**config.mk**
```make
export PLATFORM = sky130hd
export DESIGN_NAME = dp_arbiter_flat
export DESIGN_NICKNAME = d
export VERILOG_FILES = /design/src/rtl/dp_arbiter_if.sv /design/src/rtl/dp_arbiter.sv /design/src/flat_wrapper.sv
export SDC_FILE = /design/constraint.sdc
export NUM_CORES = 1
export LEC_CHECK = 0
export CAP_MARGIN = 5
export CORE_ASPECT_RATIO = 1.4
export CORE_MARGIN = 2
export CORE_UTILIZATION = 35
export CTS_CLUSTER_DIAMETER = 200
export DETAILED_ROUTE_END_ITERATION = 8
export PLACE_DENSITY = 0.72
export SLEW_MARGIN = 20
export SYNTH_ARGS = -nofsm -noshare
export SYNTH_HDL_FRONTEND = slang
export SYNTH_SLANG_ARGS = --single-unit
```
**constraint.sdc**
```tcl
create_clock -name clk -period 1.9 [get_ports clk]
set_input_delay 0.19 -clock clk [delete_from_list [all_inputs] [get_ports clk]]
set_output_delay 0.19 -clock clk [all_outputs]
set_load 0.01 [all_outputs]
```
**src/rtl/dp_arbiter_if.sv**
```systemverilog
// -----------------------------------------------------------------------------
// dp_arbiter_if
// Bundles the request, datapath and response channels around dp_arbiter.
//
// Parameters:
//   WIDTH  operand/result width
//   OP_W   op-code width
//
// Signals:
//   req0_valid/op/data/ready  requester 0 valid/ready channel
//   req1_valid/op/data/ready  requester 1 valid/ready channel
//   dp_issue/dp_op/dp_data    one-cycle issue strobe and operands to the datapath
//   dp_result                 datapath result, valid DP_LAT cycles after dp_issue
//   rsp_valid/id/data/ready   response channel tagged with the requester id
//
// Modports:
//   master  the arbiter side (drives readys, datapath issue and responses)
//   slave   the surrounding blocks (requesters, datapath, response consumer)
// -----------------------------------------------------------------------------
interface dp_arbiter_if #(
  parameter int WIDTH = 8,
  parameter int OP_W  = 2
);
  logic             req0_valid;
  logic [OP_W-1:0]  req0_op;
  logic [WIDTH-1:0] req0_data;
  logic             req0_ready;

  logic             req1_valid;
  logic [OP_W-1:0]  req1_op;
  logic [WIDTH-1:0] req1_data;
  logic             req1_ready;

  logic             dp_issue;
  logic [OP_W-1:0]  dp_op;
  logic [WIDTH-1:0] dp_data;
  logic [WIDTH-1:0] dp_result;

  logic             rsp_valid;
  logic             rsp_id;
  logic [WIDTH-1:0] rsp_data;
  logic             rsp_ready;

  modport master (
    input  req0_valid, req0_op, req0_data,
    output req0_ready,
    input  req1_valid, req1_op, req1_data,
    output req1_ready,
    output dp_issue, dp_op, dp_data,
    input  dp_result,
    output rsp_valid, rsp_id, rsp_data,
    input  rsp_ready
  );

  modport slave (
    output req0_valid, req0_op, req0_data,
    input  req0_ready,
    output req1_valid, req1_op, req1_data,
    input  req1_ready,
    input  dp_issue, dp_op, dp_data,
    output dp_result,
    input  rsp_valid, rsp_id, rsp_data,
    output rsp_ready
  );
endinterface

```
**src/rtl/dp_arbiter.sv**
```systemverilog
// -----------------------------------------------------------------------------
// dp_arbiter
// Round-robin sequencer sharing one fixed-latency 8-bit op datapath between two
// requesters. One operation is in flight at a time: accept, issue, wait the
// datapath latency, capture the result, hold it on the response channel until
// consumed.
//
// Parameters:
//   WIDTH   operand/result width
//   OP_W    op-code width
//   DP_LAT  cycles from dp_issue to a valid dp_result (>= 1)
//
// Ports:
//   clk   system clock, rising edge
//   rst   synchronous active-high reset
//   bus   dp_arbiter_if.master: request, datapath and response channels
//   busy  high whenever the sequencer is not idle (registered)
//
// All outputs are registered except req0_ready/req1_ready, which are decoded
// from state, the round-robin pointer and the request valids.
// -----------------------------------------------------------------------------
module dp_arbiter #(
  parameter int WIDTH  = 8,
  parameter int OP_W   = 2,
  parameter int DP_LAT = 1
) (
  input  logic         clk,
  input  logic         rst,
  dp_arbiter_if.master bus,
  output logic         busy
);

  typedef enum logic [1:0] {
    IDLE  = 2'd0,
    ISSUE = 2'd1,
    WAIT  = 2'd2,
    RESP  = 2'd3
  } state_t;

  localparam int               CNT_W    = (DP_LAT > 1) ? $clog2(DP_LAT) : 1;
  localparam logic [CNT_W-1:0] CNT_LOAD = CNT_W'(DP_LAT - 1);

  state_t           state_q, state_d;
  logic [CNT_W-1:0] cnt_q, cnt_d;
  logic [OP_W-1:0]  op_q, op_d;
  logic [WIDTH-1:0] data_q, data_d;
  logic             id_q, id_d;
  logic [WIDTH-1:0] rsp_data_q, rsp_data_d;
  logic             last_q, last_d;     // requester granted by the last completed response
  logic             dp_issue_q, rsp_valid_q, busy_q;
  logic             ready0, ready1;

  // Grant and next-state decode.
  // NOTE: every variable assigned here gets a default first, so no path leaves
  // one unassigned and no latch is inferred.
  always_comb begin
    state_d    = state_q;
    cnt_d      = cnt_q;
    op_d       = op_q;
    data_d     = data_q;
    id_d       = id_q;
    rsp_data_d = rsp_data_q;
    last_d     = last_q;
    ready0     = 1'b0;
    ready1     = 1'b0;

    case (state_q)
      IDLE: begin
        // A lone requester always wins; under contention the one not served
        // last wins (last_q==1 hands the tie to requester 0).
        ready0 = bus.req0_valid && (!bus.req1_valid ||  last_q);
        ready1 = bus.req1_valid && (!bus.req0_valid || !last_q);
        if (ready0) begin
          op_d    = bus.req0_op;
          data_d  = bus.req0_data;
          id_d    = 1'b0;
          state_d = ISSUE;
        end else if (ready1) begin
          op_d    = bus.req1_op;
          data_d  = bus.req1_data;
          id_d    = 1'b1;
          state_d = ISSUE;
        end
      end
      ISSUE: begin
        cnt_d   = CNT_LOAD;
        state_d = WAIT;
      end
      WAIT: begin
        if (cnt_q == '0) begin
          rsp_data_d = bus.dp_result;
          state_d    = RESP;
        end else begin
          cnt_d = cnt_q - CNT_W'(1);
        end
      end
      RESP: begin
        // No new accept here even if rsp_ready is high; the next IDLE cycle
        // takes the next request.
        if (bus.rsp_ready) begin
          last_d  = id_q;
          state_d = IDLE;
        end
      end
      default: state_d = IDLE;
    endcase
  end

  // Registered outputs are computed from the next state so they line up with
  // the state they describe.
  // NOTE: sequential state uses non-blocking assignments so every register
  // samples the pre-edge values, independent of statement order.
  always_ff @(posedge clk) begin
    if (rst) begin
      state_q     <= IDLE;
      cnt_q       <= '0;
      op_q        <= '0;
      data_q      <= '0;
      id_q        <= 1'b0;
      rsp_data_q  <= '0;
      last_q      <= 1'b1;
      dp_issue_q  <= 1'b0;
      rsp_valid_q <= 1'b0;
      busy_q      <= 1'b0;
    end else begin
      state_q     <= state_d;
      cnt_q       <= cnt_d;
      op_q        <= op_d;
      data_q      <= data_d;
      id_q        <= id_d;
      rsp_data_q  <= rsp_data_d;
      last_q      <= last_d;
      dp_issue_q  <= (state_d == ISSUE);
      rsp_valid_q <= (state_d == RESP);
      busy_q      <= (state_d != IDLE);
    end
  end

  assign bus.req0_ready = ready0;
  assign bus.req1_ready = ready1;
  assign bus.dp_issue   = dp_issue_q;
  assign bus.dp_op      = op_q;
  assign bus.dp_data    = data_q;
  assign bus.rsp_valid  = rsp_valid_q;
  assign bus.rsp_id     = id_q;
  assign bus.rsp_data   = rsp_data_q;
  assign busy           = busy_q;

endmodule
```
**src/flat_wrapper.sv**
```systemverilog
// flat-port wrapper written by rule: the top's interface ports become plain ports
module dp_arbiter_flat 
#(
  parameter int WIDTH  = 8,
  parameter int OP_W   = 2,
  parameter int DP_LAT = 1
)
  (clk, rst, busy, bus_req0_valid, bus_req0_op, bus_req0_data, bus_req0_ready, bus_req1_valid, bus_req1_op, bus_req1_data, bus_req1_ready, bus_dp_issue, bus_dp_op, bus_dp_data, bus_dp_result, bus_rsp_valid, bus_rsp_id, bus_rsp_data, bus_rsp_ready);
  dp_arbiter_if #(.WIDTH(WIDTH), .OP_W(OP_W)) bus_i ();
  input  logic clk;
  input  logic rst;
  output logic busy;
  input wire logic [$bits(bus_i.req0_valid)-1:0] bus_req0_valid;
  input wire logic [$bits(bus_i.req0_op)-1:0] bus_req0_op;
  input wire logic [$bits(bus_i.req0_data)-1:0] bus_req0_data;
  output wire logic [$bits(bus_i.req0_ready)-1:0] bus_req0_ready;
  input wire logic [$bits(bus_i.req1_valid)-1:0] bus_req1_valid;
  input wire logic [$bits(bus_i.req1_op)-1:0] bus_req1_op;
  input wire logic [$bits(bus_i.req1_data)-1:0] bus_req1_data;
  output wire logic [$bits(bus_i.req1_ready)-1:0] bus_req1_ready;
  output wire logic [$bits(bus_i.dp_issue)-1:0] bus_dp_issue;
  output wire logic [$bits(bus_i.dp_op)-1:0] bus_dp_op;
  output wire logic [$bits(bus_i.dp_data)-1:0] bus_dp_data;
  input wire logic [$bits(bus_i.dp_result)-1:0] bus_dp_result;
  output wire logic [$bits(bus_i.rsp_valid)-1:0] bus_rsp_valid;
  output wire logic [$bits(bus_i.rsp_id)-1:0] bus_rsp_id;
  output wire logic [$bits(bus_i.rsp_data)-1:0] bus_rsp_data;
  input wire logic [$bits(bus_i.rsp_ready)-1:0] bus_rsp_ready;
  assign bus_i.req0_valid = bus_req0_valid;
  assign bus_i.req0_op = bus_req0_op;
  assign bus_i.req0_data = bus_req0_data;
  assign bus_req0_ready = bus_i.req0_ready;
  assign bus_i.req1_valid = bus_req1_valid;
  assign bus_i.req1_op = bus_req1_op;
  assign bus_i.req1_data = bus_req1_data;
  assign bus_req1_ready = bus_i.req1_ready;
  assign bus_dp_issue = bus_i.dp_issue;
  assign bus_dp_op = bus_i.dp_op;
  assign bus_dp_data = bus_i.dp_data;
  assign bus_i.dp_result = bus_dp_result;
  assign bus_rsp_valid = bus_i.rsp_valid;
  assign bus_rsp_id = bus_i.rsp_id;
  assign bus_rsp_data = bus_i.rsp_data;
  assign bus_i.rsp_ready = bus_rsp_ready;
  dp_arbiter #(.WIDTH(WIDTH), .OP_W(OP_W), .DP_LAT(DP_LAT)) u_core (.clk(clk), .rst(rst), .bus(bus_i), .busy(busy));
endmodule
```
* Word level (Yosys, flattened, before mapping) *
Cells that the tools add are included.
Widths: inputs -> output; s select.

word-level totals
  logic and storage cells = 46
  flip-flop bits (word level) = 26

cells by class
  equal/unequal tests = 5
  bitwise logic cells = 1
  reductions and logical operators = 14
  multiplexer cells = 15
  $add $sub $neg = 1

operators by type and width
  operator             count
  $mux 8               2
  $mux 2               6
  $pmux 2 s4           1
  $eq 2x2->1 const B   3
  $reduce_and 2->1     3
  $reduce_bool 2->1    3
  $mux 1               5
  $eq 2x1->1 const B   2
  $logic_not 1->1      3
  $logic_and 1x1->1    2
  $logic_not 2->1      1
  $logic_or 1x1->1     2
  $pmux 1 s2           1
  $not 1->1            1
  $sub 1x1->1 const B  1

* Depth between registers and ports, before layout *
  depth in word-level cells = 7
  mapped depth = 4

* Least setup slack after synthesis *
Ideal clock, no wire load.

  path type = flip-flop to output port
  start point = register u_core.state_q[1]
  end point = output bus_req0_ready
  path buffers = 1
  stages on the path, launching flop included = 4
  setup slack = 0.813 ns
  data arrival time = 0.897 ns
  path through = dfxtp_1 nor2_2 buf_2 and3_1

on the way
  cells in the longest elaborated chain, start to end = 2

ends and longest elaborated chain
  element                 RTL line            source
  start, declared         dp_arbiter.sv:43    state_t state_q, state_d;
  start signal, assigned  dp_arbiter.sv:126   state_q <= state_d;
  $logic_not 2->1         dp_arbiter.sv:67    case (state_q)
  $mux 1                  dp_arbiter.sv:67
  end, declared           flat_wrapper.sv:16  output wire logic [$bits(bus_i.req0_ready)-1:0] bus_req0_ready;

No other way between the ends.

* Worst setup path after layout *
  start point = register u_core.state_q[1]
  end point = output bus_req1_ready

on the way
  cells in the longest elaborated chain, start to end = 2

ends and longest elaborated chain
  element          RTL line            source
  $logic_not 2->1  dp_arbiter.sv:67
  $mux 1           dp_arbiter.sv:67
  end, declared    flat_wrapper.sv:20  output wire logic [$bits(bus_i.req1_ready)-1:0] bus_req1_ready;

No other way between the ends.

==> run metrics <==
status completed; initial drt markers 19; DP Worst Slack around 0.16 ns; syn nets ~150; reg2reg path depth 4; power per cell area 830.2 nW/um2; grt total ovfl 0; Clk Tree Root Cell clkbuf_8; worst reg2reg setup slack about 0.27 ns; hold buffers post-CTS 0; part of the total power dissipated in the clock network 0.209; vias in the first global route slightly above 1000; main flop type after synthesis dfxtp_1; I/O Buffers 56; All-Layer GR Usage 0.1571; Reg area between 500 and 600 um2; min-delay src u_core.bus.rsp_data[1]; Gate power share 0.350; core area 3063 um2; multi-input logic area 534.3 um2; share of the yosys chip area belonging to registers 0.4545; layout cells sized above 1 0.1272; wire length per cell around 13 um; Hold Path Cell Cnt 2; post_cts resized 0; Reg-to-Reg Start u_core.state_q[1]; Worst path max stage delay about 0.52 ns; Initial Util 0.3595; Fin Setup TNS 0 ns; Net Switching between 400 and 500 uW; CP Data Arrival Time ~1.6 ns; Worst path top cell family by delay buffers and inverters; # DRC 0; Synth Instances between 100 and 150; Worst R2R End u_core.bus.dp_data[3]; startpoint types flop; total power about 1.5 mW; Synth-to-Final Area Change 59.55%; hold violation count in the final report 0; DRT antenna net count 0; worst skew pair latency about 0.26 ns; CTS tree built; post-synth cell types 27; Async S/R FF share, synth 0; Worst Path Buf+Inv 2; die width about 51 um; initial antenna violation count 0; critical path class flop to primary output; # clock sinks 25; worst hold slack between 0.4 and 0.5 ns; internal power 1.036 mW; HPWL Detailed 2.263 mm; Hold WC Path Type flop to flop; routability cong. ~0.71; Leak Pwr between 0.6 and 0.7 nW; Critical Path Sink Type primary output; vias per cell ~5.0; CTS Buffer Depth 2; final WL between 2 and 3 mm; Mean Syn Cell Area 9.492 um2; fin. max-slew vios 0; Max Fclk 0.5639 GHz; Peak supply drop 0.4851 mV; Final nets between 200 and 250; fillers about 300; post-CTS setup buffers 0; Die H 70.37 um; row cnt 24; num ports 57; first-pass detailed-route iteration total 2; total of warnings raised by yosys 0; number of flops mapped to enable cells by yosys 0; Clock Skew 0.0009461 ns; Final Critical Period 1.773 ns; Mapped Area around 1100 um2; total CTS buffers 3; largest net degree at the start of global routing 19; clock-pin slew of the registers on the worst-case setup and hold paths 0.08 ns; crit-path max FO 5; H-tree depth 1; Setup violations, final 0; DIE AREA approximately 3600 um2; RSZ-0062 raised after global routing false; final period utilization 0.9333; fin cells between 200 and 250; worst path cell trace nor2_2 -> nand3_1 -> inv_1 -> clkdlybuf4s50_1; slew margin rel. 0.6334; first-pass GRT wire length approximately 4.4 mm; slack of the critical path roughly 0.13 ns; sequential share of power 0.440; diodes inserted 0; Inst Count DP approximately 210; flops & latches, synth 25; Max Cap Viol 0; Hold Path Sink u_core.bus.rsp_data[1]; slowest cell on the critical path clkdlybuf4s50_1; Worst Tran Pin Value around 0.55 ns; critical path required time 1.71 ns; Sw Ratio 0.2897; detailed-route via count 1060
cells in the mapped netlist, types with 2 or more instances:
cell type	n	area [um2]
nand2_1	3	11.26
and3_1	2	12.51
clkbuf_1	3	11.26
buf_2	4	20.02
dfxtp_1	25	500.5
nand3_1	11	55.05
a21oi_1	11	55.05
o21ai_0	10	50.05
a311oi_2	10	150.1
nor2b_1	3	18.77
nor2_1	9	33.78
inv_1	3	11.26
mux2i_1	8	80.08
per-layer routing:
layer	up-vias	GRT usage	routed length, um
met2	53	0.2963	1430
li1	531	-	-
met3	4	0.03632	235
met1	472	0.1584	1111
met5	-	0	0
met4	0	0.06140	42
worst max path at each step:
stage,from,cells past startpoint,end,slack (ns)
after floorplan,u_core.state_q[1],3,bus_req0_ready,0.81
after global placement,bus_req0_valid,5,bus_req1_ready,0.22
after detailed placement,bus_req0_valid,4,u_core.bus.dp_op[1],0.16
after CTS,u_core.state_q[1],4,bus_req1_ready,0.12
after global routing,u_core.state_q[1],4,bus_req1_ready,0.03
final,u_core.state_q[1],4,bus_req1_ready,0.13
worst reg2reg max path: stages, from the launching register on:
cell	delay (ns)
dfxtp_1	0.36
nor2_2	0.23
buf_4	0.22
and2_1	0.49
a311oi_2	0.18
registers in the layout, indices dropped and copies added, names as in the netlist:
register and flops:
u_core.busy 1, u_core.last_q 1, u_core.bus.dp_op 2, u_core.state_q 2, u_core.bus.rsp_valid 1, u_core.bus.dp_issue 1
u_core.bus.rsp_data 8, u_core.bus.rsp_id 1, u_core.bus.dp_data 8
layout make-up:
| class | count | area share |
|---|---|---|
| timing repair buffer | 63 | 0.3490 |
| multi-input combinational | 77 | 0.3041 |
| sequential | 25 | 0.2849 |
| tap | 39 | 0.02778 |
| clock buffer | 4 | 0.02564 |
| inverter | 4 | 0.008547 |
kinds of logic (layout without fill, tap and decap cells):
family                 after synthesis  in the layout  share of synthesized area
muxes                                8              8                    0.07273
and+or+nand+nor                     34             34                     0.1546
DFF                                 25             25                     0.4545
buffers and inverters               14             71                    0.06021
AOI/OAI and AO/OA                   35             35                     0.2580
power groups by stage:
stage          Combinational (mW)  Clock, mW  Sequential [mW]
2_1_floorplan               0.236          0            0.680
3_3_place_gp                0.504          0            0.653
5_1_grt                     0.550      0.332            0.652
4_1_cts                     0.516      0.317            0.643
3_5_place_dp                0.515          0            0.654
6_report                    0.511      0.305            0.642
metrics by stage:
step | cell area [um2] | util
floorplan | 1101 | -
global placement | 1712 | 0.5588
detailed placement | 1712 | 0.5588
CTS | 1757 | 0.5735
global route | 1757 | 0.5735
finish | 1757 | 0.5735
cell usage in the layout (no fill, tap or decap):
master / n
nor2_2: 1
inv_2: 1
nand3_1: 11
mux2i_1: 8
o211ai_1: 1
nand2b_1: 1
clkdlybuf4s50_1: 56
clkbuf_1: 1
a211o_1: 1
buf_4: 7
o21ai_0: 10
nor2b_1: 3
nand3b_1: 1
or2_1: 1
clkbuf_8: 3
o31ai_1: 1
o21ai_1: 1
and2_1: 1
a21oi_1: 11
or3_1: 1
nand2_1: 3
a311oi_2: 10
and3_1: 2
nor2_1: 9
dfxtp_1: 25
inv_1: 3
(Power assumes the default switching activity.)
